File: src/rtl/sr_latch_pkg.sv
// sr_latch_pkg: monitor state codes and latch output decode
package sr_latch_pkg;
  localparam logic [1:0] ST_RESET   = 2'b00;
  localparam logic [1:0] ST_SET     = 2'b01;
  localparam logic [1:0] ST_PENDING = 2'b10;
  localparam logic [1:0] ST_INVALID = 2'b11;
  function automatic logic [1:0] decode(input logic o, input logic n);
    return (o ^ n) ? (o ? ST_SET : ST_RESET) : ST_INVALID;
  endfunction
endpackage

File: src/rtl/bit_synchronizer.sv
// bit_synchronizer: multi-stage flop chain with selectable reset value
module bit_synchronizer #(
  parameter int   STAGES      = 2,
  parameter logic RESET_VALUE = 1'b0
) (
  input  logic clock,
  input  logic reset,
  input  logic d,
  output logic q
);
  logic [STAGES-1:0] chain;
  always_ff @(posedge clock or posedge reset) begin
    if (reset) chain <= {STAGES{RESET_VALUE}};
    else chain <= {chain[STAGES-2:0], d};
  end
  assign q = chain[STAGES-1];
endmodule

File: src/rtl/sr_latch_event_monitor.sv
// sr_latch_event_monitor: synchronizes SR latch outputs, filters invalid
// intervals and counts set/reset/invalid events with saturation
module sr_latch_event_monitor
  import sr_latch_pkg::*;
#(
  parameter int COUNT_WIDTH    = 8,
  parameter int SYNC_STAGES    = 2,
  parameter int INVALID_CYCLES = 2
) (
  input  logic                   clock,
  input  logic                   reset,
  input  logic                   latchOut,
  input  logic                   latchNotOut,
  input  logic                   clear,
  output logic [1:0]             state,
  output logic                   setPulse,
  output logic                   resetPulse,
  output logic                   invalidFlag,
  output logic [COUNT_WIDTH-1:0] setCount,
  output logic [COUNT_WIDTH-1:0] resetCount,
  output logic [COUNT_WIDTH-1:0] invalidCount
);
  localparam int PW = $clog2(INVALID_CYCLES + 1);
  localparam logic [PW-1:0] INV_LIM = PW'(INVALID_CYCLES);
  logic out_s, notout_s, last_valid, last_next, set_ev, reset_ev, inv_ev;
  logic [1:0] dec, state_next;
  logic [PW-1:0] pend_count, pend_next, pend_inc;
  bit_synchronizer #(.STAGES(SYNC_STAGES), .RESET_VALUE(1'b0)) u_out (
    .clock(clock), .reset(reset), .d(latchOut), .q(out_s)
  );
  bit_synchronizer #(.STAGES(SYNC_STAGES), .RESET_VALUE(1'b1)) u_notout (
    .clock(clock), .reset(reset), .d(latchNotOut), .q(notout_s)
  );
  function automatic logic [COUNT_WIDTH-1:0] bump(
    input logic [COUNT_WIDTH-1:0] cnt, input logic inc, input logic clr
  );
    return clr ? '0 : (inc && !(&cnt)) ? cnt + 1'b1 : cnt;
  endfunction
  // in SET/RESET last_valid mirrors state, so one comparison covers every state
  always_comb begin
    dec        = decode(out_s, notout_s);
    pend_inc   = pend_count + PW'(1);
    state_next = state;
    last_next  = last_valid;
    pend_next  = pend_count;
    set_ev     = 1'b0;
    reset_ev   = 1'b0;
    inv_ev     = 1'b0;
    if (dec != ST_INVALID) begin
      state_next = dec;
      last_next  = dec == ST_SET;
      pend_next  = '0;
      set_ev     = dec == ST_SET && !last_valid;
      reset_ev   = dec == ST_RESET && last_valid;
    end else if (state == ST_RESET || state == ST_SET) begin
      pend_next  = PW'(1);
      inv_ev     = INVALID_CYCLES == 1;
      state_next = inv_ev ? ST_INVALID : ST_PENDING;
    end else if (state == ST_PENDING) begin
      pend_next  = pend_inc;
      inv_ev     = pend_inc == INV_LIM;
      state_next = inv_ev ? ST_INVALID : ST_PENDING;
    end
  end
  always_ff @(posedge clock or posedge reset) begin
    if (reset) begin
      state        <= ST_RESET;
      last_valid   <= 1'b0;
      pend_count   <= '0;
      setPulse     <= 1'b0;
      resetPulse   <= 1'b0;
      setCount     <= '0;
      resetCount   <= '0;
      invalidCount <= '0;
    end else begin
      state        <= state_next;
      last_valid   <= last_next;
      pend_count   <= pend_next;
      setPulse     <= set_ev;
      resetPulse   <= reset_ev;
      setCount     <= bump(setCount, set_ev, clear);
      resetCount   <= bump(resetCount, reset_ev, clear);
      invalidCount <= bump(invalidCount, inv_ev, clear);
    end
  end
  assign invalidFlag = state == ST_INVALID;
endmodule
File: config.mk
export PLATFORM = sky130hd
export DESIGN_NAME = sr_latch_event_monitor
export DESIGN_NICKNAME = d
export VERILOG_FILES = /design/src/rtl/sr_latch_pkg.sv /design/src/rtl/bit_synchronizer.sv /design/src/rtl/sr_latch_event_monitor.sv
export SDC_FILE = /design/constraint.sdc
export NUM_CORES = 1
export LEC_CHECK = 0
export CAP_MARGIN = 20
export CORE_ASPECT_RATIO = 2
export CORE_MARGIN = 3
export CORE_UTILIZATION = 40
export DETAILED_ROUTE_END_ITERATION = 12
export GPL_ROUTABILITY_DRIVEN = 0
export GPL_TIMING_DRIVEN = 0
export PLACE_DENSITY = 0.74
export SLEW_MARGIN = 20
export SYNTH_ARGS = -nofsm -noshare
export SYNTH_HDL_FRONTEND = slang
export SYNTH_SLANG_ARGS = --single-unit
File: constraint.sdc
create_clock -name clock -period 2.88 [get_ports clock]
set_input_delay 0.576 -clock clock [delete_from_list [all_inputs] [get_ports clock]]
set_output_delay 0.576 -clock clock [all_outputs]
set_load 0.03 [all_outputs]
==> run metrics, run 1 <==
Unique masters post-synth=39; 1st-pass router iterations=4; Hold Vio Cnt, Final=0; clk buf depth=2; Core Box Area=between 3000 and 4000 um^2; DR WL/cell=14.2 um; CTS H-tree lvls=2; hpwl dp=around 2.7 mm; setup_tns=0 ns; number of CTS-inserted buffers=5; number of fillers in the final layout=348; die area=between 5000 and 6000 um^2; vias in the first global route=approximately 1400; GRT overflow=0; cell family with most CP delay=buffers and inverters; Setup Crit Path Kind=reg -> out; Mean Syn Cell Area=between 10 and 15 um^2; hold crit path type=reg -> reg; Worst Path Buf+Inv=1; worst-path fanout max=7; DP Cell Count=about 240; max cap viols=0; area post-placement=between 2000 and 2500 um^2; most frequent cells in the layout=33 x clkdlybuf4s50_1, 33 x dfrtp_1, 16 x nor2_1; Startpoint Class=flop; CTS root buffer=clkbuf_8; post-route cell area=2170 um^2; drt total wl=3.51 mm; Seq/Total Area, Yosys=0.519; LEAKAGE=around 0.96 nW; status=finished, final reports clean; total power=975 uW; fin crit period=roughly 2.1 ns; ys async rst share=1.00; yosys warns=0; Initial Utilization=0.427; Worst Max-Slew Pin Slew=approximately 0.7 ns; largest net degree at the start of global routing=36; number of cell rows=32; Final setup viols=0; Syn Inst Count=between 150 and 200; clock sink count=35; Tot GR Track Use=0.161; DRC viols=0; Post-synth EDFFs=0; first-pass GRT wire length=~6.2 mm; clk_lat worst skew=roughly 0.28 ns; Power Density=448 nW/um^2; Max transition margin=0.531; RSZ-0062 raised after global routing=no; Setup Fix Bufs, Post-CTS=0; Layout Cells excl Fill=246; number of synthesized register bits=35; Die H=98 um; layout cells sized above 1=0.103; clk_skew=~0.0082 ns; Final nets=roughly 210; Routed Antenna Nets=0; Post-Syn Area=between 1500 and 2000 um^2; DRT iter0 DRCs=23; CTS hold repair buffers=0; peak supply drop=approximately 0.45 mV; crit path DAT=1.52 ns; Critical Path Sink Type=output pin; clock slew at reported path FFs=around 0.070 ns; syn_nets=about 170; via count=roughly 1300; # resized after CTS=0; Critical-path top delay cell=clkdlybuf4s50_1; critical path data required time=~2.3 ns; Ant. Diodes=0; CTS tree=yes; Layout area overhead=28.5%; Max Slew Vio Count=0; Synth Flop Type=dfrtp_1; Die W=~52 um; Cell Chain, Critical Path=and2_1, clkdlybuf4s50_1; num ports=34; Max Freq=around 480 MHz; Port Buffer Count=33; Final Cycle Share=0.729; initial antenna violation count=0; Vias/cell=5.43; CP peak stage delay=approximately 0.66 ns; Final Core Density=0.549
-- registers in the layout, indices dropped and copies added, names as in the netlist --
name	count
setPulse	1
u_notout.chain	2
u_out.chain	2
resetPulse	1
state	2
invalidCount	8
resetCount	8
setCount	8
pend_count	2
last_valid	1
-- final timing paths --
path                              startpoint                 to  slack (ns)  cells after the start
max in group asynchronous              reset     u_out.chain[1]        1.69                      2
min reg2reg                u_notout.chain[0]  u_notout.chain[1]        0.36                      0
max reg2reg                u_notout.chain[1]        setCount[6]        0.81                      5
min                        u_notout.chain[0]  u_notout.chain[1]        0.36                      0
min in group asynchronous              reset    invalidCount[6]        0.73                      2
max                                 state[0]        invalidFlag        0.78                      2
-- layout make-up --
cell class / count / area (um^2) / share of cell area
clock buffer: 6 / 82.6 / 0.0380
buffer: 6 / 32.5 / 0.0150
inverter: 6 / 22.5 / 0.0104
tap: 51 / 63.8 / 0.0293
clock inverter: 1 / 5.00 / 0.00230
multi-input combinational: 108 / 759 / 0.349
sequential: 35 / 878 / 0.404
timing repair buffer: 33 / 330 / 0.152
-- worst reg2reg max path, cell delays in order (launching register included) --
cell	delay, ns
dfstp_2	0.54
ha_1	0.31
nor3b_2	0.38
o21ai_1	0.24
o311ai_0	0.35
o41ai_1	0.13
-- per-layer routing --
metal / share of wire / GRT usage / wire, um
met3: 0.044 / 0.0351 / 155
met1: 0.35 / 0.166 / 1240
met2: 0.57 / 0.278 / 2000
met4: 0.033 / 0.0990 / 116
met5: 0 / 0 / 0
-- where the power goes --
part           switching [mW]  internal [mW]
clock network           0.163          0.187
logic                  0.0594         0.0418
registers              0.0144          0.509
-- Yosys cell counts (3+ instances only) --
cell type,count,area [um^2]
o21ai_0,4,20.0
xor2_1,13,114
nand3_1,5,25.0
nand4_1,4,25.0
nor2_1,16,60.1
o2111ai_1,3,26.3
mux2i_1,4,40.0
dfrtp_1,33,826
inv_1,6,22.5
clkbuf_1,3,11.3
a31oi_1,3,18.8
nand2_1,6,22.5
and3_1,5,31.3
o211ai_1,6,45.0
and2_1,5,31.3
ha_1,7,87.6
-- metrics by stage --
| stage | hold WS, ns | setup WS [ns] |
|---|---|---|
| after CTS | 0.356 | 0.767 |
| after floorplan | 0.331 | 0.989 |
| after global routing | 0.360 | 0.606 |
| after global placement | 0.337 | 0.826 |
| final | 0.355 | 0.780 |
| after detailed placement | 0.347 | 0.803 |
-- cell families (layout without fill, tap and decap cells) --
kind of cell    Yosys count  count (layout)  synth area share
compound gates           30              30             0.127
mux                       5               5            0.0303
simple gates             53              53             0.172
buf+inv                  12              52            0.0325
flops                    35              35             0.519
fa+ha+maj                 7               7            0.0517
xor+xnor                 13              13            0.0673
Power figures use the tool's default switching activity.
==> run 2, diff against run 1 <==
clock period = 2 ns   (was 2.88 ns; I/O delays follow)
==> run 2 against run 1 <==
Against the previous run:
- design area is 1.6% higher
- critical path type is now reg -> reg
- non-clock buffer count up 1
- die area stayed put
- first-iteration DRC count rose by 13%
- sequential share of layout area is 0.64 points lower
- critical path depth increased by 5
==> run metrics, run 2 (synthesized netlist as in run 1, its figures left out) <==
status=finished, final reports clean; Max transition margin=0.529; Hold Vio Cnt, Final=0; max cap viols=0; Setup Crit Path Kind=reg -> reg; Layout Cells excl Fill=247; Port Buffer Count=33; Max Freq=about 530 MHz; Final setup viols=0; area post-placement=approximately 2100 um^2; Max Slew Vio Count=0; peak supply drop=about 0.65 mV; Ant. Diodes=0; initial antenna violation count=0; DRC viols=0; biggest registers after layout=invalidCount (8), resetCount (8), setCount (8); Layout area overhead=30.5%; clk_skew=just under 0.009 ns; vias in the first global route=1428; CTS hold repair buffers=0; Critical Path Sink Type=flop; total power=between 1 and 1.5 mW; Routed Antenna Nets=0; LEAKAGE=0.983 nW; Comb pwr share=0.108; clock slew at reported path FFs=0.06 ns; wire length on met1=1.28 mm; drt total wl=approximately 3.6 mm; via count=between 1000 and 1500; worst hold margin=~0.36 ns; worst-path fanout max=9; CTS H-tree lvls=2; GRT overflow=0; clk_lat worst skew=approximately 0.28 ns; DRT iter0 DRCs=26; Max Used Layer=met4; DP Cell Count=about 240; CTS root buffer=clkbuf_8; commonest non-fill, non-tap cell in the layout=dfrtp_1; largest net degree at the start of global routing=36; num ports=34; hold crit path type=reg -> reg; number of cell rows=32; Vias/cell=~5.5; Die H=around 98 um; 1st-pass router iterations=4; CTS tree=yes; most frequent cells in the layout=33 x dfrtp_1, 32 x clkdlybuf4s50_1, 16 x nor2_1; hpwl dp=roughly 2.7 mm; Net Sw Frac=0.244; DR WL/cell=around 15 um; met2 wire length=slightly above 2 mm; Core Box Area=slightly below 4000 um^2; post-route cell area=2210 um^2; P_sw=~350 uW; number of CTS-inserted buffers=5; Worst Max-Slew Pin Slew=around 0.71 ns; clk buf depth=2; RSZ-0062 raised after global routing=no; Clock Power Share=0.357; Power Density=roughly 640 nW/um^2; Final Cycle Share=0.950; layout cells sized above 1=0.112; Tot GR Track Use=0.163; met3 wire len=roughly 170 um; crit path DAT=between 2 and 2.5 ns; Initial Utilization=0.427; clock sink count=35; first-pass GRT wire length=between 6 and 7 mm; fin crit period=1.90 ns; die area=5100 um^2; critical path data required time=2.18 ns; Startpoint Class=flop; Final nets=~210; Die W=around 52 um; Internal=1.07 mW; sequential power share=0.534
[run 2: cell count changes in the layout (fill, tap and decap cells not counted), sizes merged]
cell and change:
buf +1, dlymetal6s2s +1, clkdlybuf4s50 -1
[run 2: path summary, 6_finish.rpt]
path,to,slack [ns],cells past startpoint,startpoint
hold / removal,u_notout.chain[1],0.36,0,u_notout.chain[0]
setup reg to reg,resetCount[5],0.10,7,u_notout.chain[1]
setup / recovery,resetCount[5],0.10,7,u_notout.chain[1]
max in group asynchronous,u_out.chain[0],0.99,2,reset
hold reg to reg,u_notout.chain[1],0.36,0,u_notout.chain[0]
min in group asynchronous,invalidCount[6],0.56,2,reset
[run 2: layer usage]
| layer | GRT usage | up-vias |
|---|---|---|
| met3 | 0.0351 | 10 |
| met5 | 0 | - |
| li1 | - | 637 |
| met2 | 0.284 | 45 |
| met1 | 0.168 | 655 |
| met4 | 0.0970 | 0 |
[run 2: critical path, stage by stage, from the launching register on]
cell      delay, ns
dfstp_2        0.56
ha_4           0.23
and3b_1        0.23
buf_6          0.12
and4_4         0.22
buf_6          0.11
a31oi_1        0.08
a311oi_1       0.25
[run 2: what timing repair did]
| item | in CTS | in global routing |
|---|---|---|
| pin swaps | 1 | 1 |
| setup endpoints to repair | 3 | 7 |
| setup buffers | 0 | 1 |
| hold endpoints to repair | 0 | 0 |
| gates resized for setup | 3 | 4 |
[run 2: stage by stage]
| step | setup WS (ns) | setup TNS [ns] | utilization |
|---|---|---|---|
| finish | 0.100 | 0 | 0.557 |
| global route | 0.00108 | 0 | 0.557 |
| CTS | 0.00294 | 0 | 0.551 |
| detailed placement | -0.0770 | -0.155 | 0.527 |
| global placement | -0.00680 | -0.0103 | 0.527 |
| floorplan | 0.109 | 0 | - |
[run 2: power by group through the flow]
| stage | registers, mW | clock network (mW) | logic [mW] |
|---|---|---|---|
| 5_1_grt | 0.759 | 0.549 | 0.171 |
| 3_5_place_dp | 0.767 | 0 | 0.149 |
| 3_3_place_gp | 0.764 | 0 | 0.142 |
| 2_1_floorplan | 0.785 | 0 | 0.0711 |
| 6_report | 0.755 | 0.505 | 0.153 |
| 4_1_cts | 0.754 | 0.527 | 0.152 |
[run 2: cell type report]
cell class	instances	area, um^2
plain buffers	6	38.8
clock buffers	6	82.6
clock inverters	1	5.00
fillers	341	1750
inverters	6	22.5
multi-input cells	108	778
flip-flops and latches	35	878
well taps	51	63.8
repair buffers	34	340
==> run 3, diff against run 2 <==
CTS_BUF_LIST = sky130_fd_sc_hd__clkbuf_16   (was unset)
==> run 3 against run 2 <==
Against the previous run:
- critical endpoint is now invalidFlag
- critical path depth fell by 5
- via count fell by 0.15%
- total power rose by 14%
- design area rose by 1.6%
- clock power rose by 40%
- critical path type is now reg -> out
- register-to-register slack barely moved
- global-route usage rose by 0.34 points
- largest power group unchanged
- cell count fell by 0.40%
- sequential cell count did not move
- clock skew fell by 0.0042 ns
- sequential share of layout area fell by 0.64 points
- count of clock-buffer cells in the layout fell by 1
==> run metrics, run 3 (synthesized netlist as in run 1, its figures left out) <==
GRT overflow=0; Worst Path Buf+Inv=1; Die H=approximately 100 um; pre-CTS setup slack=-0.0770 ns; via count=~1300; Routed Antenna Nets=0; Die W=about 52 um; critical path data required time=1.60 ns; num ports=34; crit path DAT=~1.5 ns; Max Slew Vio Count=0; peak supply drop=roughly 0.92 mV; clock sink count=35; clk buf depth=2; CP peak stage delay=0.66 ns; Layout area overhead=32.7%; hold crit path type=reg -> reg; Hold Vio Cnt, Final=0; Worst Max-Slew Pin Slew=between 0.7 and 0.8 ns; LEAKAGE=about 1 nW; DRC viols=0; Critical Path Sink Type=output pin; Final setup viols=0; fin crit period=1.92 ns; Ant. Diodes=0; Final Cycle Share=0.958; Power Density=about 700 nW/um^2; layout cells sized above 1=0.108; Setup Crit Path Kind=reg -> out; worst-path fanout max=7; Tot GR Track Use=0.166; total power=~1.6 mW; Critical-path top delay cell=clkdlybuf4s50_1; largest net degree at the start of global routing=36; Max transition margin=0.526; drt total wl=between 3 and 4 mm; Vias/cell=roughly 5.5; first-pass GRT wire length=around 6.4 mm; Port Buffer Count=33; Max Freq=between 500 and 600 MHz; most frequent cells in the layout=33 x clkdlybuf4s50_1, 33 x dfrtp_1, 16 x nor2_1; number of cell rows=32; hpwl dp=~2.7 mm; final worst slack=between 0.08 and 0.09 ns; CTS root buffer=clkbuf_16; max cap viols=0; RSZ-0062 raised after global routing=no; 1st-pass router iterations=4; CTS tree=yes; Initial Utilization=0.427; DRT iter0 DRCs=28; number of CTS-inserted buffers=5; clk_lat worst skew=about 0.27 ns; Core Box Area=3960 um^2; die area=5100 um^2; area post-placement=~2100 um^2; clk_skew=between 0.004 and 0.005 ns; DR WL/cell=around 15 um; Cell Chain, Critical Path=and2_1, clkdlybuf4s50_1; CTS H-tree lvls=2; cell family with most CP delay=buffers and inverters; initial antenna violation count=0; vias in the first global route=approximately 1400; Final nets=approximately 210; post-route cell area=around 2200 um^2; status=finished, final reports clean; clock slew at reported path FFs=roughly 0.050 ns; setup_tns=0 ns; biggest registers after layout=invalidCount (8), resetCount (8), setCount (8); Startpoint Class=flop
## run 3: cell types whose count changed in the layout (fill, tap and decap cells not counted), sizes merged
cell,before,now
buf,4,3
clkbuf,9,8
clkdlybuf4s50,32,33
clkinv,1,2
dlymetal6s2s,1,0
## run 3: final cells by class
cell class | count | area (um^2)
fill | 342 | 1720
clock inverter | 2 | 8.76
tap | 51 | 63.8
timing repair buffer | 33 | 330
buffer | 6 | 35.0
clock buffer | 5 | 125
inverter | 6 | 22.5
sequential | 35 | 878
multi-input combinational | 108 | 782
## run 3: per-stage QoR
step / cells / hold slack, ns / utilization
final: 246 / 0.354 / 0.567
after global routing: 246 / 0.358 / 0.567
after CTS: 246 / 0.354 / 0.566
after detailed placement: 239 / 0.347 / 0.527
after global placement: 239 / 0.337 / 0.527
after floorplan: 155 / 0.331 / -
## run 3: metal layers
metal / global-route usage / vias to the layer above / routed length [um]
met5: 0 / - / 0
met4: 0.0909 / 0 / 133
met3: 0.0351 / 14 / 155
met2: 0.291 / 42 / 2060
met1: 0.175 / 655 / 1280
li1: - / 634 / -
## run 3: what timing repair did
action / CTS / global route
buffers inserted: 0 / 0
gates resized for setup: 4 / 2
hold buffers: 0 / 0
setup endpoints to repair: 3 / 2
pin swaps: 1 / 0
## run 3: worst paths after layout
kind | start | to | slack [ns] | cells after the start
max | state[0] | invalidFlag | 0.08 | 2
min | u_notout.chain[0] | u_notout.chain[1] | 0.35 | 0
max reg2reg | u_notout.chain[1] | resetCount[7] | 0.09 | 7
min reg2reg | u_notout.chain[0] | u_notout.chain[1] | 0.35 | 0
max in group asynchronous | reset | u_out.chain[0] | 0.98 | 2
min in group asynchronous | reset | invalidCount[6] | 0.57 | 2
## run 3: power breakdown
group | leakage (nW) | internal [mW] | switching, mW | total [mW]
Combinational | 0.448 | 0.0648 | 0.0875 | 0.152
Clock | 0.0671 | 0.446 | 0.261 | 0.707
Sequential | 0.469 | 0.734 | 0.0223 | 0.756
Total | 0.984 | 1.24 | 0.371 | 1.62
